[src/rtl/flip_read_decoder.sv]
// Read-side flip decoder: issues a single storage read, captures the data word and its
// per-segment flip flags, un-inverts flagged segments and hands the word out on valid/ready.
module flip_read_decoder #(
    parameter int N       = 16,
    parameter int FLIP_W  = 4,
    parameter int ADDR_W  = 8,
    parameter int MEM_LAT = 1,
    parameter int CNT_W   = 16
) (
    input  logic              clk,
    input  logic              rst,
    input  logic              req_valid,
    output logic              req_ready,
    input  logic [ADDR_W-1:0] req_addr,
    output logic              mem_rd_en,
    output logic [ADDR_W-1:0] mem_addr,
    input  logic [N-1:0]      mem_rdata,
    input  logic [FLIP_W-1:0] mem_flip,
    output logic              out_valid,
    input  logic              out_ready,
    output logic [N-1:0]      out_data,
    output logic [FLIP_W-1:0] out_flip,
    output logic [CNT_W-1:0]  flip_cnt
);
    localparam int SW = N / FLIP_W;
    localparam int LW = $clog2(MEM_LAT + 1);

    typedef enum logic [1:0] {IDLE, ISSUE, WAIT, HOLD} state_t;

    state_t                       state, state_nx;
    logic [LW-1:0]                lat_cnt;
    logic [FLIP_W-1:0][SW-1:0]    seg_in, seg_out;
    logic                         capture, hs;

    assign seg_in = mem_rdata;

    // each segment is restored independently by its own flag
    for (genvar g = 0; g < FLIP_W; g++) begin : g_seg
        assign seg_out[g] = seg_in[g] ^ {SW{mem_flip[g]}};
    end

    assign req_ready = (state == IDLE);
    assign capture   = (state == WAIT) && (lat_cnt == LW'(1));
    assign hs        = out_valid && out_ready;

    always_comb begin
        state_nx = state;
        case (state)
            IDLE:    if (req_valid) state_nx = ISSUE;
            ISSUE:   state_nx = WAIT;
            WAIT:    if (capture) state_nx = HOLD;
            HOLD:    if (hs) state_nx = IDLE;
            default: state_nx = IDLE;
        endcase
    end

    always_ff @(posedge clk) begin
        if (rst) begin
            state     <= IDLE;
            lat_cnt   <= '0;
            mem_rd_en <= 1'b0;
            mem_addr  <= '0;
            out_valid <= 1'b0;
            out_data  <= '0;
            out_flip  <= '0;
            flip_cnt  <= '0;
        end else begin
            state     <= state_nx;
            // strobe is high during the ISSUE cycle only
            mem_rd_en <= (state == IDLE) && req_valid;
            if ((state == IDLE) && req_valid)
                mem_addr <= req_addr;
            if (state == ISSUE)
                lat_cnt <= LW'(MEM_LAT);
            else if (state == WAIT)
                lat_cnt <= lat_cnt - LW'(1);
            if (capture) begin
                out_data  <= seg_out;
                out_flip  <= mem_flip;
                out_valid <= 1'b1;
            end else if (hs) begin
                out_valid <= 1'b0;
            end
            if (hs && (|out_flip) && (flip_cnt != {CNT_W{1'b1}}))
                flip_cnt <= flip_cnt + CNT_W'(1);
        end
    end
endmodule

[config.mk]
export PLATFORM = sky130hd
export DESIGN_NAME = flip_read_decoder
export DESIGN_NICKNAME = d
export VERILOG_FILES = /design/src/rtl/flip_read_decoder.sv
export SDC_FILE = /design/constraint.sdc
export NUM_CORES = 1
export LEC_CHECK = 0
export CAP_MARGIN = 15
export CORE_MARGIN = 1.5
export CORE_UTILIZATION = 36
export DETAILED_ROUTE_END_ITERATION = 7
export PLACE_DENSITY = 0.72
export SETUP_SLACK_MARGIN = 0.4
export SYNTH_ARGS = -nofsm -noshare
export SYNTH_HDL_FRONTEND = slang
export SYNTH_SLANG_ARGS = --single-unit
[constraint.sdc]
create_clock -name clk -period 1.75 [get_ports clk]
set_input_delay 0.2625 -clock clk [delete_from_list [all_inputs] [get_ports clk]]
set_output_delay 0.2625 -clock clk [all_outputs]
set_load 0.01 [all_outputs]
==> out/metrics.yaml, run 1 <==
worst_setup_path:
  rr_worst_depth: 6
  r2r_end: "flip_cnt[8]$_SDFFE_PP0P_"
  cp-start-kind: "flop"
  startpoint: "flip_cnt[1]$_SDFFE_PP0P_"
  setup.worst_path.end_class: "flop"
  r2r-start: "flip_cnt[1]$_SDFFE_PP0P_"
  required_ns: 1.99
  arrival_ns: 2.02
  ff2ff_setup_slack_ns: -0.03
  crit_type: "flop to flop"
  crit_fanout: 5
detailed_routing:
  wl_met3_um: 293
  wl_met2_um: 3180
  drc_errors: 0
  final_antenna_net_count: 0
  dr.first_iter.drc_count: 83
  drtPass1Iterations: 4
  vias: 2255
  routed_wirelength_um: 6213
  m1WireLength_um: 2668
  via_per_inst: 5.033
  wl_per_cell_um: 13.87
  maxUsedRoutingLayer: "met4"
cts:
  cts_buffer_depth: 2
  clock-sinks: 49
  cts-root-buf: "clkbuf_8"
  cts_tree: "done"
  htreeDepth: 2
  ctsHoldBuffers: 0
  clkTransAtPathRegs_ns: 0.09
  numCtsBuffers: 5
  clk_latency_ns: 0.30
global_route:
  gr-total-overflow: 0
  grt_pass1_vias: 2026
  grt_max_degree: 31
  antenna_found_initial: 0
  grt_pass1_wl_um: 9335
  grt_usage_pct: 18.05
place:
  dp_hpwl_um: 3966
  dp_cells: 415
  io_buffers: 78
  place_congestion: 0.7750
timing:
  setup_viol: 3
  finalCritPeriodShare_pct: 101.6
  slew_headroom_pct: 63.79
  fin_crit_ns: 1.778
  finalWorstSetupSlack_ns: -0.02843
  max_freq_mhz: 562.3
  rsz0062_at_grt: "true"
  hold_viol: 0
  worstMarginPinSlew_ns: 0.5431
  fin_skew_ns: 0.005191
  setup_tns_ns: -0.06169
  slew_violations: 0
final_layout:
  stdcell_count: 448
  n_fill_cell: 541
  layout-drive-gt1-share_pct: 30.29
  synthToLayoutAreaGrowth_pct: 68.65
  most-common-layout-cells: "dlygate4sd2_1, dfxtp_1, buf_4"
  layout_commonest_cell: "dlygate4sd2_1"
  nNetsFinal: 409
  multiInputGateArea_um2: 1345
  register_area_um2: 1012
  diodes: 0
synth:
  synth.ff_latch_count: 49
  synth.yosys.seq_area_share_pct: 43.97
  yosys_warnings: 0
  ys_types: 39
  synthCells: 257
  syn_area_um2: 2231
  syn_nets: 294
  synth.avg_cell_area_um2: 8.681
die:
  die_y_um: 81.72
  core_area_um2: 5956
  dieArea_um2: 6678
  pin_count: 79
  initial_core_util_pct: 37.46
  fp.dieW_um: 81.72
  num_rows: 28
min_path:
  hold_start: "rst"
  hold_path_class: "input pin to flop"
  hold_path_depth: 2
  holdPathEnd: "state[1]$_SDFFE_PP0P_"
power_and_ir_drop:
  p_leak_nw: 1.517
  peakVddDrop_mv: 0.5661
  power_density_nw_per_um2: 815.3
outcome:
  outcome: "finished, violations left"
  violations: "negative setup slack"
job:
  maxCapViolations: 0
[area by class of cell]
cell class                 instances  share of cell area, %
multi-input combinational        180                  35.75
tap                               75                  2.494
inverter                           8                 0.8646
sequential                        49                  26.90
clock inverter                     2                 0.3326
timing repair buffer             128                  31.73
clock buffer                       6                  1.929
[logic make-up after synthesis]
logic type	synth area share [%]
simple gates	23.61
compound gates	14.97
flops	43.97
buf+inv	5.889
xor+xnor	6.281
mux	2.468
fa+ha+maj	2.804
[flip-flops by register name, summed over array words and instances (netlist names)]
| name | count |
|---|---|
| out_valid | 1 |
| out_data | 16 |
| flip_cnt | 16 |
| out_flip | 4 |
| state | 2 |
| lat_cnt | 1 |
| mem_addr | 8 |
| mem_rd_en | 1 |
[repair_timing]
action	4_1_cts	5_1_grt
setup endpoints to repair	70	33
gates resized for setup	84	32
gates cloned	1	0
setup buffers	19	5
pin swaps	8	8
[report_power, final]
part,switching (mW),internal (mW),total (mW)
combinational,0.517,0.574,1.09
clock,0.383,0.285,0.668
sequential,0.0703,1.24,1.31
total,0.970,2.10,3.07
[synth_stat cells, drive strengths merged]
cell type	number	area, µm²
buf	3	16.26
o31ai	3	22.52
or4	7	53.80
nor2b	3	18.77
nor3b	4	30.03
a21oi	20	100.1
o21a	1	7.510
nor3	5	25.02
and3	1	6.260
xnor2	16	140.1
nand4	3	25.02
mux2	4	45.04
nand3	13	70.07
nor4	4	25.02
or2	1	6.260
ha	5	62.56
o21bai	2	15.01
nand2	24	90.09
clkbuf	17	85.08
o21ba	1	10.01
o41ai	1	8.760
or3	3	18.77
dfxtp	49	980.9
o21ai	5	25.02
a222oi	1	10.01
nor2	26	97.59
mux2i	1	10.01
inv	8	30.03
nor4b	4	35.03
a211oi	18	135.1
nand2b	3	18.77
and2	1	6.260
[critical path, stage by stage (launching register included)]
cell	delay, ns
dfxtp_4	0.38
ha_4	0.15
nand4_4	0.09
or4_4	0.54
buf_6	0.15
or3_1	0.30
a21oi_1	0.12
[stage by stage]
step	cell area [µm²]	hold WS (ns)	power, mW	utilization [%]	setup slack [ns]
after floorplan	2351	0.4073	1.844	-	-0.03006
after global placement	3286	0.4435	2.192	55.17	-0.4229
after detailed placement	3286	0.4480	2.215	55.17	-0.4800
after CTS	3630	0.4372	2.981	60.95	-0.01400
after global routing	3762	0.4635	3.244	63.17	-0.09073
final	3762	0.4357	3.068	63.17	-0.02843
[how the worst max path moves through the flow]
stage                                      to
CTS                  flip_cnt[8]$_SDFFE_PP0P_
global placement     flip_cnt[5]$_SDFFE_PP0P_
floorplan           flip_cnt[14]$_SDFFE_PP0P_
finish               flip_cnt[8]$_SDFFE_PP0P_
global route         flip_cnt[8]$_SDFFE_PP0P_
detailed placement   flip_cnt[5]$_SDFFE_PP0P_
[layer usage]
metal  vias to the layer above  GRT usage [%]
met4                         0          6.610
li1                       1132              -
met3                         6          4.222
met2                        53          30.25
met5                         -              0
met1                      1064          22.47
(Power assumes the default switching activity.)
==> inputs of run 2 (changes only) <==
--- a/config.mk
+++ b/config.mk
@@ -9,7 +9,7 @@
 export CORE_MARGIN = 1.5
 export CORE_UTILIZATION = 36
 export DETAILED_ROUTE_END_ITERATION = 7
-export PLACE_DENSITY = 0.72
+export PLACE_DENSITY = 0.69
 export SETUP_SLACK_MARGIN = 0.4
 export SYNTH_ARGS = -nofsm -noshare
 export SYNTH_HDL_FRONTEND = slang
==> constraint.sdc (replaced) <==
create_clock -name clk -period 1.76 [get_ports clk]
set_input_delay 0.264 -clock clk [delete_from_list [all_inputs] [get_ports clk]]
set_output_delay 0.264 -clock clk [all_outputs]
set_load 0.01 [all_outputs]
==> out/metrics.yaml, run 2 (synthesis results as in run 1) <==
cts:
  cts-root-buf: "clkbuf_8"
  clkTransAtPathRegs_ns: 0.10
  cts_tree: "done"
  clock-sinks: 49
  numCtsBuffers: 5
  cts_buffer_depth: 2
  clk_latency_ns: 0.30
  htreeDepth: 2
final_layout:
  diodes: 0
  final_core_utilization_pct: 61.37
  fin_area_um2: 3655
  stdcell_count: 438
  layout_commonest_cell: "dlygate4sd2_1"
  nNetsFinal: 399
  most-common-layout-cells: "dlygate4sd2_1, dfxtp_1, buf_4"
  synthToLayoutAreaGrowth_pct: 63.83
  layout-drive-gt1-share_pct: 27.27
  largest_registers: "flip_cnt x16, out_data x16, mem_addr x8"
  n_fill_cell: 524
detailed_routing:
  maxUsedRoutingLayer: "met4"
  dr.first_iter.drc_count: 67
  wl_met2_um: 2810
  vias: 2198
  wl_met3_um: 275
  m1WireLength_um: 2664
  drc_errors: 0
  final_antenna_net_count: 0
  routed_wirelength_um: 5841
  via_per_inst: 5.018
  wl_per_cell_um: 13.34
  drtPass1Iterations: 4
place:
  io_buffers: 78
  place_congestion: 0.7923
  dp_hpwl_um: 3898
  postPlaceCellArea_um2: 3301
  dp_cells: 417
global_route:
  grt_pass1_vias: 2036
  gr-total-overflow: 0
  antenna_found_initial: 0
  grt_pass1_wl_um: 9177
  grt_max_degree: 37
  grt_usage_pct: 17.53
timing:
  setup_viol: 1
  hold_viol: 0
  finalWorstSetupSlack_ns: -0.004678
  slew_violations: 0
  rsz0062_at_grt: "true"
  worstMarginPinSlew_ns: 0.4348
  slew_headroom_pct: 71.01
  finalCritPeriodShare_pct: 100.3
  setup_tns_ns: -0.004678
  fin_crit_ns: 1.765
  fin_skew_ns: 0.01315
  max_freq_mhz: 566.7
outcome:
  violations: "negative setup slack"
  outcome: "finished, violations left"
power_and_ir_drop:
  peakVddDrop_mv: 0.4289
  design_power_total_mw: 3.063
  power_density_nw_per_um2: 838.0
  p_leak_nw: 1.476
worst_setup_path:
  rr_worst_depth: 5
  r2r-start: "flip_cnt[1]$_SDFFE_PP0P_"
  crit_path_max_incr_delay_ns: 0.54
  crit_fanout: 6
  path_buf_inv: 0
  cp-start-kind: "flop"
  cp_num_cells: 5
  r2r_end: "flip_cnt[14]$_SDFFE_PP0P_"
  crit_chain: "ha_4 -> nand4_4 -> or4_4 -> or4_1 -> a21oi_1"
  arrival_ns: 2.01
  cpMaxStageDelayCell: "or4_4"
  crit_type: "flop to flop"
  required_ns: 2.00
  setup.worst_path.end_class: "flop"
  crit_family: "simple AND/OR/NAND/NOR gates"
  ff2ff_setup_slack_ns: -0.005
die:
  core_area_um2: 5956
  dieArea_um2: 6678
  initial_core_util_pct: 37.46
  pin_count: 79
  die_y_um: 81.72
  num_rows: 28
  fp.dieW_um: 81.72
min_path:
  hold_path_class: "input pin to flop"
  hold_start: "rst"
  hold_path_depth: 2
  holdPathEnd: "out_valid$_SDFFE_PP0P_"
job:
  maxCapViolations: 0
-- run 2: area by class of cell --
| class | count | area [µm²] | area share, % |
|---|---|---|---|
| multi-input combinational | 180 | 1338 | 36.60 |
| timing repair buffer | 118 | 1064 | 29.10 |
| sequential | 49 | 1018 | 27.87 |
| clock buffer | 8 | 111.4 | 3.047 |
| tap | 75 | 93.84 | 2.568 |
| inverter | 8 | 30.03 | 0.8216 |
-- run 2: report_power, final --
group	switching (mW)	internal [mW]	total [mW]	leakage, nW
clock network	0.379	0.407	0.786	0.0566
logic	0.493	0.489	0.981	1.01
registers	0.0678	1.23	1.30	0.407
total	0.940	2.12	3.06	1.48
-- run 2: worst max-delay path by stage --
stage	startpoint	endpoint	slack [ns]
after floorplan	flip_cnt[1]$_SDFFE_PP0P_	flip_cnt[14]$_SDFFE_PP0P_	-0.02
after global placement	out_ready	flip_cnt[5]$_SDFFE_PP0P_	-0.43
after detailed placement	out_ready	flip_cnt[9]$_SDFFE_PP0P_	-0.47
after CTS	flip_cnt[1]$_SDFFE_PP0P_	flip_cnt[14]$_SDFFE_PP0P_	0.009
after global routing	flip_cnt[1]$_SDFFE_PP0P_	flip_cnt[14]$_SDFFE_PP0P_	-0.06
final	flip_cnt[1]$_SDFFE_PP0P_	flip_cnt[14]$_SDFFE_PP0P_	-0.005
-- run 2: timing repair --
action | CTS | global route
gates resized for setup | 71 | 32
gates cloned | 1 | 1
endpoints found under the setup margin | 65 | 45
hold buffers | 0 | 0
buffers inserted | 9 | 2
pin swaps | 8 | 13
-- run 2: metrics by stage --
step	worst slack [ns]	hold WS, ns
2_1_floorplan	-0.02006	0.4088
3_3_place_gp	-0.4272	0.4437
3_5_place_dp	-0.4691	0.4495
4_1_cts	0.008632	0.3832
5_1_grt	-0.06312	0.4191
6_report	-0.004678	0.3951
-- run 2: routing by layer --
layer | vias to the layer above | global-route usage [%]
li1 | 1114 | -
met2 | 50 | 29.51
met5 | - | 0
met3 | 10 | 4.222
met4 | 0 | 6.780
met1 | 1024 | 21.47
==> edit (flow settings as in run 1) <==
Reset style: asynchronous (`rst`), changed in one clocked block.
--- a/src/rtl/flip_read_decoder.sv
+++ b/src/rtl/flip_read_decoder.sv
@@ -54,7 +54,7 @@
         endcase
     end
 
-    always_ff @(posedge clk) begin
+    always_ff @(posedge clk or posedge rst) begin
         if (rst) begin
             state     <= IDLE;
             lat_cnt   <= '0;
Behaviour: differs if rst is asserted again (counterexample within 4 cycles, from zero or initial values and one cycle with rst high); with rst held inactive, the same outputs for 10 cycles.
==> edit against run 1 <==
  * Clock skew increased by 0.0012 ns
  * Cell count shrank 10%
  * Core utilization up 0.47 points
  * Largest cell class is now flip-flops and latches
  * Wire length fell by 9.8%
  * Die area is 2.2% higher
  * Critical path depth is 2 lower
  * Final area rose by 1.9%
  * Critical path type unchanged
  * Area after synthesis rose by 2.3%
  * Sequential cell count unchanged
  * Setup slack better by 0.20 ns
Power is not compared: it rests on default switching activity, and its combinational part moved more than twofold at a synthesized area within 25%.
==> edit: results <==
group,metric,value,unit
outcome,status,"complete, no violations",
synthesis,synth_warnings,0,
synthesis,synth-main-ff-cell,"dfrtp_1",
timing,relSlewSlack,0.798,
synthesis,yosysSeqAreaShare,0.537,
hold_path,hold_start,"out_ready",
synthesis,synth_commonest_cells,"dfrtp_1, nand2_1, o21ai_0, xnor2_1, mux2_2",
grt,track_usage,0.173,
timing,skew,0.00638,ns
hold_path,hp-class,"input port to flip-flop",
timing,finalCriticalPeriod,1.57,ns
synthesis,async_flop_share,1.00,
grt,antenna_found_initial,0,
setup_path,reg2reg_depth,4,
power_and_ir_drop,leakagePower,1.77,nW
setup_path,crit_path_top_delay_cell,"dfrtp_2",
hold_path,min_to,"out_valid$_DFFE_PP0P_",
route,detail_route.wl_per_cell,13.9,µm
route,drtIter0Drc,77,
setup_path,worstReg2RegEnd,"flip_cnt[12]$_DFFE_PP0P_",
setup_path,critPathMaxFanout,4,
route,wl_met3,281,µm
setup_path,path_class,"flip-flop to flip-flop",
cells_and_area,drive_gt1_frac,0.391,
cells_and_area,antenna_cells,0,
grt,use_met1,0.216,
setup_path,cpPeakStageDelay,0.43,ns
setup_path,startpoint,"flip_cnt[4]$_DFFE_PP0P_",
power_and_ir_drop,p_switching,1.80,mW
route,wl_met2,2900,µm
place,gp_congestion,0.774,
synthesis,synth_area_leaders,"dfrtp_1, xnor2_1, mux2_2, o21ai_0, nand2_1",
place,numPortBuffers,78,
cells_and_area,largestRegisters,"flip_cnt: 16 flops, out_data: 16 flops, mem_addr: 8 flops",
cells_and_area,nets,363,
hold_path,hold_path_depth,2,
grt,grt_pass1_vias,1965,
setup_path,crit_arrival,1.76,ns
place,place_ws,-0.120,ns
synthesis,ys_types,35,
route,wirelength_met1,2310,µm
setup_path,crit_family,"simple AND/OR/NAND/NOR gates",
route,vias_per_cell,4.83,
synthesis,synth_nets,235,
route,highest_layer,"met4",
grt,grt_max_degree,50,
grt,met3_usage,0.0352,
grt,grt_pass1_wl,9020,µm
place,dpl_cell_area,3320,µm²
clock_network,h-tree-depth,2,
grt,met2_usage,0.290,
clock_network,numCtsBuffers,5,
setup_path,rrSetupSlack,0.18,ns
cells_and_area,nFillCells,496,
route,drt_first_pass_iters,6,
place,dp_hpwl,3680,µm
clock_network,insertion_delay,0.30,ns
## edit: changes by cell type after synthesis, moves of 9 or more
cell,delta
dfrtp_1,+49
a211oi_1,-16
o21ai_0,+14
dfxtp_1,-49
xor2_1,+9
mux2_2,+9
a21oi_1,-20
nor2_1,-20
clkbuf_1,-10
## edit: repair_timing
item,in CTS,in global routing
buffers inserted,28,7
pin swaps,12,9
gates resized for setup,100,30
hold buffers,0,0
cloned,0,0
setup endpoints to repair,84,47
## edit: through the flow
step	cells	hold WS [ns]
after CTS	395	0.349
after floorplan	198	0.298
after global placement	359	0.461
after global routing	402	0.372
after detailed placement	359	0.474
final	402	0.361
## edit: cells by family after synthesis
logic type | share of synthesized area
AO/OA/AOI/OAI | 0.0724
XOR/XNOR | 0.107
adder cells (fa/ha/maj) | 0.0274
buffers and inverters | 0.0269
flip-flops | 0.537
multiplexers | 0.0757
AND/OR/NAND/NOR | 0.153
## edit: power groups by stage
stage	Clock [mW]	Combinational, mW	Sequential [mW]
3_5_place_dp	0	2.19	1.93
6_report	0.693	2.44	1.89
3_3_place_gp	0	2.14	1.91
2_1_floorplan	0	0.847	2.09
4_1_cts	0.712	2.26	1.89
5_1_grt	0.754	2.68	1.95
## edit: area by class of cell
class | count | area [µm²] | area share
Sequential cell | 49 | 1240 | 0.323
Multi-Input combinational cell | 133 | 1210 | 0.317
Timing Repair Buffer | 129 | 1160 | 0.301
Tap cell | 75 | 93.8 | 0.0245
Clock buffer | 6 | 82.6 | 0.0215
Inverter | 8 | 33.8 | 0.00881
Clock inverter | 2 | 13.8 | 0.00359
